[config.mk]
export PLATFORM = sky130hd
export DESIGN_NAME = dram_port_arbiter
export DESIGN_NICKNAME = d
export VERILOG_FILES = /design/src/rtl/xm23_pkg.sv /design/src/rtl/rd_owner_pipe.sv /design/src/rtl/dram_port_arbiter.sv
export SDC_FILE = /design/constraint.sdc
export NUM_CORES = 1
export LEC_CHECK = 0
export CAP_MARGIN = 20
export CORE_ASPECT_RATIO = 0.6
export CORE_MARGIN = 4
export CORE_UTILIZATION = 36
export DETAILED_ROUTE_END_ITERATION = 7
export PLACE_DENSITY = 0.7
export RECOVER_POWER = 50
export SYNTH_ARGS = -nofsm -noshare
export SYNTH_HDL_FRONTEND = slang
export SYNTH_SLANG_ARGS = --single-unit
[constraint.sdc]
create_clock -name clk -period 5.1 [get_ports clk]
set_input_delay 1.02 -clock clk [delete_from_list [all_inputs] [get_ports clk]]
set_output_delay 1.02 -clock clk [all_outputs]
set_load 0.02 [all_outputs]
[src/rtl/xm23_pkg.sv]
// Shared types and constants for the XM23 data-RAM port arbiter.
package xm23_pkg;

    typedef enum logic [1:0] {
        ARB_CPU   = 2'd0,
        ARB_BOOST = 2'd1,
        ARB_LOCK  = 2'd2
    } arb_state_t;

    localparam logic OWNER_CPU = 1'b0;
    localparam logic OWNER_DBG = 1'b1;

    typedef struct packed {
        logic        we;
        logic [15:0] addr;
        logic [15:0] wdata;
    } mem_req_t;

endpackage

[src/rtl/rd_owner_pipe.sv]
// Read-owner tracking: carries a valid/owner tag alongside each read through
// the RAM latency, then captures mem_q into the owning port's read-data register.
module rd_owner_pipe
    import xm23_pkg::*;
#(
    parameter int unsigned READ_LATENCY = 1
) (
    input  logic        clk,
    input  logic        rst_n,
    input  logic        push_valid,
    input  logic        push_owner,
    input  logic [15:0] mem_q,
    output logic        cpu_rvalid,
    output logic [15:0] cpu_rdata,
    output logic        dbg_rvalid,
    output logic [15:0] dbg_rdata
);

    logic [READ_LATENCY-1:0] valid_q, valid_d;
    logic [READ_LATENCY-1:0] owner_q, owner_d;
    logic                    cpu_rvalid_q, cpu_rvalid_d;
    logic                    dbg_rvalid_q, dbg_rvalid_d;
    logic [15:0]             cpu_rdata_q, cpu_rdata_d;
    logic [15:0]             dbg_rdata_q, dbg_rdata_d;
    logic                    tail_valid;
    logic                    tail_owner;

    // Advance the owner/valid tags one stage per cycle.
    always_comb begin
        valid_d    = '0;
        owner_d    = '0;
        valid_d[0] = push_valid;
        owner_d[0] = push_owner;
        for (int unsigned i = 1; i < READ_LATENCY; i++) begin
            valid_d[i] = valid_q[i-1];
            owner_d[i] = owner_q[i-1];
        end
    end

    // At the tail, steer mem_q to the owner; the other port keeps its data.
    always_comb begin
        tail_valid   = valid_q[READ_LATENCY-1];
        tail_owner   = owner_q[READ_LATENCY-1];
        cpu_rvalid_d = tail_valid & (tail_owner == OWNER_CPU);
        dbg_rvalid_d = tail_valid & (tail_owner == OWNER_DBG);
        cpu_rdata_d  = cpu_rvalid_d ? mem_q : cpu_rdata_q;
        dbg_rdata_d  = dbg_rvalid_d ? mem_q : dbg_rdata_q;
    end

    // Tag pipeline and read-data registers; reset drops any in-flight read.
    always_ff @(posedge clk) begin
        if (!rst_n) begin
            valid_q      <= '0;
            owner_q      <= '0;
            cpu_rvalid_q <= 1'b0;
            dbg_rvalid_q <= 1'b0;
            cpu_rdata_q  <= '0;
            dbg_rdata_q  <= '0;
        end else begin
            valid_q      <= valid_d;
            owner_q      <= owner_d;
            cpu_rvalid_q <= cpu_rvalid_d;
            dbg_rvalid_q <= dbg_rvalid_d;
            cpu_rdata_q  <= cpu_rdata_d;
            dbg_rdata_q  <= dbg_rdata_d;
        end
    end

    assign cpu_rvalid = cpu_rvalid_q;
    assign cpu_rdata  = cpu_rdata_q;
    assign dbg_rvalid = dbg_rvalid_q;
    assign dbg_rdata  = dbg_rdata_q;

endmodule

[src/rtl/dram_port_arbiter.sv]
// Shares the single d_ram port between the CPU memory stage and the debug
// port. CPU has priority; a starvation counter boosts the debug port for one
// grant, and dbg_lock gives the debug port exclusive ownership.
module dram_port_arbiter
    import xm23_pkg::*;
#(
    parameter int unsigned READ_LATENCY = 1,
    parameter int unsigned DBG_MAX_WAIT = 8
) (
    input  logic        clk,
    input  logic        rst_n,
    input  logic        cpu_req,
    input  logic        cpu_we,
    input  logic [15:0] cpu_addr,
    input  logic [15:0] cpu_wdata,
    output logic        cpu_gnt,
    output logic        cpu_stall,
    output logic        cpu_rvalid,
    output logic [15:0] cpu_rdata,
    input  logic        dbg_req,
    input  logic        dbg_we,
    input  logic [15:0] dbg_addr,
    input  logic [15:0] dbg_wdata,
    input  logic        dbg_lock,
    output logic        dbg_gnt,
    output logic        dbg_rvalid,
    output logic [15:0] dbg_rdata,
    output logic        locked,
    output logic [14:0] mem_addr,
    output logic [15:0] mem_wdata,
    output logic        mem_wren,
    input  logic [15:0] mem_q
);

    localparam int unsigned WAIT_W =
        ($clog2(DBG_MAX_WAIT + 1) > 4) ? $clog2(DBG_MAX_WAIT + 1) : 4;
    localparam logic [WAIT_W-1:0] WAIT_LIMIT = WAIT_W'(DBG_MAX_WAIT - 1);

    arb_state_t        state_q, state_d;
    logic [WAIT_W-1:0] wait_cnt_q, wait_cnt_d;
    logic [14:0]       mem_addr_q, mem_addr_d;
    logic [15:0]       mem_wdata_q, mem_wdata_d;
    mem_req_t          cpu_rq, dbg_rq, sel_rq;
    logic              dbg_refused;
    logic              unused_addr_lsb;

    // Per-cycle grant decision from the registered state; nothing granted in reset.
    always_comb begin
        cpu_gnt = 1'b0;
        dbg_gnt = 1'b0;
        if (rst_n) begin
            case (state_q)
                ARB_CPU: begin
                    cpu_gnt = cpu_req;
                    dbg_gnt = dbg_req & ~cpu_req;
                end
                ARB_BOOST: begin
                    dbg_gnt = dbg_req;
                    cpu_gnt = cpu_req & ~dbg_req;
                end
                ARB_LOCK: begin
                    dbg_gnt = dbg_req;
                end
                default: ;
            endcase
        end
    end

    // Drive the RAM from the winner; address/data hold when nobody is granted.
    always_comb begin
        cpu_rq      = '{we: cpu_we, addr: cpu_addr, wdata: cpu_wdata};
        dbg_rq      = '{we: dbg_we, addr: dbg_addr, wdata: dbg_wdata};
        sel_rq      = dbg_gnt ? dbg_rq : cpu_rq;
        mem_addr_d  = mem_addr_q;
        mem_wdata_d = mem_wdata_q;
        mem_wren    = 1'b0;
        if (cpu_gnt | dbg_gnt) begin
            mem_addr_d  = sel_rq.addr[15:1];
            mem_wdata_d = sel_rq.wdata;
            mem_wren    = sel_rq.we;
        end
    end

    assign unused_addr_lsb = sel_rq.addr[0];
    assign mem_addr        = mem_addr_d;
    assign mem_wdata       = mem_wdata_d;
    assign cpu_stall       = rst_n & cpu_req & ~cpu_gnt;
    assign locked          = (state_q == ARB_LOCK);
    assign dbg_refused     = dbg_req & ~dbg_gnt;

    // Starvation counter and next-state selection; lock overrides boost.
    always_comb begin
        wait_cnt_d = '0;
        if (dbg_refused) begin
            wait_cnt_d = (wait_cnt_q == '1) ? wait_cnt_q : wait_cnt_q + 1'b1;
        end

        state_d = state_q;
        if (dbg_lock) begin
            state_d = ARB_LOCK;
        end else begin
            case (state_q)
                ARB_CPU: begin
                    if (dbg_refused && (wait_cnt_q == WAIT_LIMIT)) begin
                        state_d = ARB_BOOST;
                    end
                end
                ARB_BOOST: begin
                    if (dbg_gnt || !dbg_req) begin
                        state_d = ARB_CPU;
                    end
                end
                ARB_LOCK: state_d = ARB_CPU;
                default:  state_d = ARB_CPU;
            endcase
        end
    end

    // Arbiter state, starvation counter and held RAM address/data.
    always_ff @(posedge clk) begin
        if (!rst_n) begin
            state_q     <= ARB_CPU;
            wait_cnt_q  <= '0;
            mem_addr_q  <= '0;
            mem_wdata_q <= '0;
        end else begin
            state_q     <= state_d;
            wait_cnt_q  <= wait_cnt_d;
            mem_addr_q  <= mem_addr_d;
            mem_wdata_q <= mem_wdata_d;
        end
    end

    rd_owner_pipe #(
        .READ_LATENCY (READ_LATENCY)
    ) u_rd_owner_pipe (
        .clk        (clk),
        .rst_n      (rst_n),
        .push_valid ((cpu_gnt | dbg_gnt) & ~sel_rq.we),
        .push_owner (dbg_gnt ? OWNER_DBG : OWNER_CPU),
        .mem_q      (mem_q),
        .cpu_rvalid (cpu_rvalid),
        .cpu_rdata  (cpu_rdata),
        .dbg_rvalid (dbg_rvalid),
        .dbg_rdata  (dbg_rdata)
    );

endmodule

* Yosys cells after proc, flatten, opt, wreduce, memory -nomap -nowiden
Index checks and enable logic that the tools add are counted.
Storage, ports and cells: flip-flop bits (word level) 73, bits of input ports 87, output and inout port bits 70, logic and storage cells 58
Cells by class: $add $sub $neg 1, equality and inequality tests 8, mux-type cells 13, bitwise operators 16, reduce and logical (&&, ||, !) cells 9
Operator list (number):
- 33-bit 2-to-1 mux | 1
- 16-bit 2-to-1 mux | 1
- 15-bit 2-to-1 mux | 1
- 1-bit bitwise AND | 8
- 1-bit NOT | 7
- 2-bit 2-to-1 mux | 3
- 3-bit != test (second input constant) | 2
- 2-bit AND reduction | 3
- 4-bit by 1-bit adder with 4-bit output (second input constant) | 1
- 4-bit by 3-bit equality test with 1-bit output (second input constant) | 1
- 4-bit equality test (second input constant) | 1
- 1-bit 2-to-1 mux | 4
- 2-bit != test (second input constant) | 2
- 1-bit case mux with 2 select lines | 2
- 2-bit case mux with 2 select lines | 1
- 2-bit OR reduction | 2
- 2-bit by 1-bit equality test with 1-bit output (second input constant) | 1
- 2-bit equality test (second input constant) | 1
- 2-bit logical NOT | 1
- 1-bit logical AND | 1
- 1-bit logical NOT | 1
- 1-bit logical OR | 1
- 1-bit bitwise OR | 1

* Depth between registers and ports, before layout
depth in word-level cells 10, mapped depth 9, gate-level depth less buffers 7

* Hierarchy
Synthesis repeated with hierarchy kept, for this count alone.
Second synthesis, totals: cells, all modules 354, area total of the unflattened synthesis 3337.0 um^2
By module, submodules not included:
- dram_port_arbiter | instances 1, cells each 222, area an instance 1983.2 um^2
- rd_owner_pipe | instances 1, cells each 132, area an instance 1353.8 um^2

* Worst setup path after synthesis
OpenSTA, ideal clock, no wires.
path type input port to output port, start input dbg_req, end output mem_addr[11], arrival 2.057 ns, data required time 4.080 ns, slack 2.023 ns, cell stages on the path 6, buffers on the path 2, path through nor2b_1 o21bai_2 buf_4 buf_6 mux2i_1 a21oi_1
Between the ends: word-level cells in the longest chain between the ends 6
RTL lines:
- start, declared | RTL line dram_port_arbiter.sv:20 | input logic dbg_req,
- 1-bit NOT | RTL line dram_port_arbiter.sv:59 | cpu_gnt = cpu_req & ~dbg_req;
- 1-bit bitwise AND | RTL line dram_port_arbiter.sv:59
- 1-bit case mux with 2 select lines | RTL line dram_port_arbiter.sv:52 | case (state_q)
- 1-bit 2-to-1 mux | RTL line dram_port_arbiter.sv:51 | if (rst_n) begin
- 1-bit bitwise OR | RTL line dram_port_arbiter.sv:77 | if (cpu_gnt | dbg_gnt) begin
- 15-bit 2-to-1 mux (*) | RTL line dram_port_arbiter.sv:77
- end, declared | RTL line dram_port_arbiter.sv:29 | output logic [14:0] mem_addr,
Mark *: on every way between the ends. The rest lies on a longest branch, timed or not.

* Final worst setup path
start input cpu_req, end output mem_addr[5]
Between the ends: word-level cells in the longest chain between the ends 6
RTL lines:
- start, declared | RTL line dram_port_arbiter.sv:12 | input logic cpu_req,
- 1-bit NOT | RTL line dram_port_arbiter.sv:55 | dbg_gnt = dbg_req & ~cpu_req;
- 1-bit bitwise AND | RTL line dram_port_arbiter.sv:55
- 1-bit case mux with 2 select lines | RTL line dram_port_arbiter.sv:52
- 1-bit 2-to-1 mux | RTL line dram_port_arbiter.sv:51
- 33-bit 2-to-1 mux / 1-bit bitwise OR (equally long branches) | RTL line dram_port_arbiter.sv:73, dram_port_arbiter.sv:77
- 15-bit 2-to-1 mux (*) | RTL line dram_port_arbiter.sv:77
Marks and branches as above.

==> results.yml <==
drt:
  route.detailed.wl_per_inst_um: 14.38
  via_per_inst: 4.916
  drt.antenna.violating_nets: 0
  firstDrtPassIters: 4
  vias: 3092
  route.detailed.drc: 0
  drtIter0Drc: 100
  wirelength_um: 9045
layout:
  drive_above_1_share_pct: 6.383
  fillers: 764
  diodes: 0
  post-route-util_pct: 59.72
  design_area_sq_um: 5129
  finalNetCount: 606
  final_cells: 629
  area_growth_pct: 59.56
pwr:
  clkPwrFrac_pct: 41.1
  combinationalPowerShare_pct: 21.1
  power_mw: 1.621
  peakVddDrop_mv: 0.1695
  internal_power_mw: 1.227
  pwr_density_cell_nw_per_um2: 316.1
  p_leak_nw: 2.148
  pwr-share-seq_pct: 37.8
  switching_share_pct: 24.32
  power.switching_uw: 394.2
logic_synthesis:
  synth_xor_xnor_area_share_pct: 0.2725
  synth_top_flop_cell: "dfxtp_1"
  synth.area.top_cells: "dfxtp_1 (45%), mux2i_1 (10%), a21oi_1 (9.8%), nand2_1 (8.2%), a211oi_2 (5.4%)"
  ys_warn_count: 0
  avgSynthCellArea_sq_um: 8.618
  syn-num-nets: 465
  synth-compound-area-share_pct: 21.95
  synthMuxAreaShare_pct: 9.965
  ys_async_sr_fraction_pct: 0
  synth_area_sq_um: 3214
  synth_top_family_by_area: "compound AO/OA/AOI/OAI gates"
  synth-edff-count: 0
  ys_seq_area_share_pct: 45.47
  ys_ff_latch: 73
  yosysTopAreaCellShare_pct: 45.47
  yosysTopAreaCell: "dfxtp_1"
  synth-adder-area-share_pct: 1.946
  ys_types: 28
  syn_inst: 373
  synth-simple-area-share_pct: 14.71
placed_design:
  io_buffer_count: 154
  place_ws_ns: 0.7934
  gp_congestion: 0.7331
  placed_cell_area_sq_um: 4808
  dpl.hpwl_um: 6715
  dp.cells: 614
setup_path:
  end_kind: "output port"
  crit_type: "in -> out"
  arrival_ns: 3.41
  crit_path_max_fanout: 70
  crit_required_ns: 4.08
  cp-start-kind: "input port"
sta:
  worst_pin_slew_ns: 2.013
  period_share_pct: 86.77
  relSlewSlack_pct: -34.23
  setup_violations: 0
  clock_skew_ns: 0.007151
  finalHoldViolCount: 0
  drv_slew: 38
  tns_ns: 0
  hold_slack_ns: 0.4514
  layout_setup_ws_ns: 0.6745
  min_period_ns: 4.425
  clock.fmax_mhz: 226.0
  rsz0062_at_grt: "false"
global_route:
  grt_util_met1_pct: 20.97
  antenna_found_initial: 0
  grt_pass1_wl_um: 14320
  use_met2_pct: 28.06
  grt-ovfl-total: 0
  grt_pass1_vias: 3015
  grt_max_degree: 71
  met3_usage_pct: 6.110
  grt_usage_pct: 17.02
  busiest_layer: "met2"
clock_tree:
  cts_root_buf: "clkbuf_16"
  clk_path_buf_depth: 2
  clkLatencyLatePin_ns: 0.32
  cts_tree: "built"
  cts_setup_buffers: 0
  clk_pin_slew_ns: 0.05
  cts_hold_buf: 0
  cts_max_level: 3
  numCtsBuffers: 9
  cts_repair_resize_count: 0
  clock-sinks: 73
flow_run:
  drv_cap: 1
floorplanning:
  dieArea_sq_um: 10550
  ios: 157
  die_y_um: 81.20
  core_sq_um: 8588
  start_util_pct: 37.43
  dieWidth_um: 130.0
  rows: 26
outcome:
  outcome: "complete, but fails checks"
  violations: "capacitance limit, slew limit"
min_path:
  hp-class: "reg -> reg"
path summary, 6_finish.rpt:
kind                                start                      endpoint  slack [ns]  depth (start not counted)
max reg2reg                    state_q[0]                mem_addr_q[13]        2.86                          7
min reg2reg  u_rd_owner_pipe.dbg_rdata[0]  u_rd_owner_pipe.dbg_rdata[0]        0.45                          2
min          u_rd_owner_pipe.dbg_rdata[0]  u_rd_owner_pipe.dbg_rdata[0]        0.45                          2
max                               cpu_req                   mem_addr[5]        0.67                          7
power by group through the flow:
stage	Clock, mW	Combinational (mW)	Sequential [mW]
after CTS	0.682	0.347	0.613
final	0.667	0.342	0.613
after global placement	0	0.341	0.623
after global routing	0.705	0.368	0.616
after detailed placement	0	0.345	0.626
after floorplan	0	0.165	0.632
critical path, stage by stage:
cell and delay [ns]:
dlygate4sd3_1 0.56, nor2b_1 0.08, o2111ai_4 0.18, buf_4 0.58, nor2_1 0.12, a21oi_1 0.18
clkdlybuf4s50_1 0.63
state kept, by name, indices dropped and copies added, names as in the netlist:
signal and cells:
state_q 2, u_rd_owner_pipe.cpu_rvalid 1, u_rd_owner_pipe.dbg_rdata 16, u_rd_owner_pipe.owner_q 1, mem_addr_q 15, u_rd_owner_pipe.tail_valid 1, mem_wdata_q 16, u_rd_owner_pipe.cpu_rdata 16
wait_cnt_q 4, u_rd_owner_pipe.dbg_rvalid 1
layout by cell type, fill, tap and decap left out, drive strengths merged, types with 2 or more instances in the layout:
cell             n
a211oi          33
a21oi           63
a31oi            2
buf              4
bufinv           2
clkbuf          12
clkdlybuf4s50  118
dfxtp           73
dlygate4sd3     36
ha               5
inv              9
mux2i           32
nand2           70
nand3            4
nor2            38
nor2b            3
nor3             2
Yosys cell counts (3+ instances only):
cell type	n
nor2_1	38
buf_2	8
buf_6	3
mux2i_1	32
inv_1	9
a211oi_1	19
clkbuf_1	15
a21oi_1	63
dfxtp_1	73
nand3_1	4
ha_1	5
a211oi_2	14
nor2b_1	3
nand2_1	70
layer usage:
| metal | up-vias | share of wire [%] |
|---|---|---|
| met5 | - | 0 |
| li1 | 1571 | - |
| met2 | 102 | 45 |
| met3 | 8 | 8.0 |
| met1 | 1411 | 45 |
| met4 | 0 | 1.3 |
logic make-up after synthesis:
kind of cell,count (synthesis)
compound gates,104
buf+inv,38
xor+xnor,1
mux,32
flops,73
simple gates,120
fa+ha+maj,5
layout make-up:
cell class	count	area (sq um)	area share (%)
Timing Repair Buffer	159	1592	31.03
Multi-Input combinational cell	262	1584	30.89
Sequential cell	73	1461	28.49
Clock buffer	11	252.7	4.928
Tap cell	112	140.1	2.732
Clock inverter	3	65.06	1.269
Inverter	9	33.78	0.6587
Power figures use the tool's default switching activity.
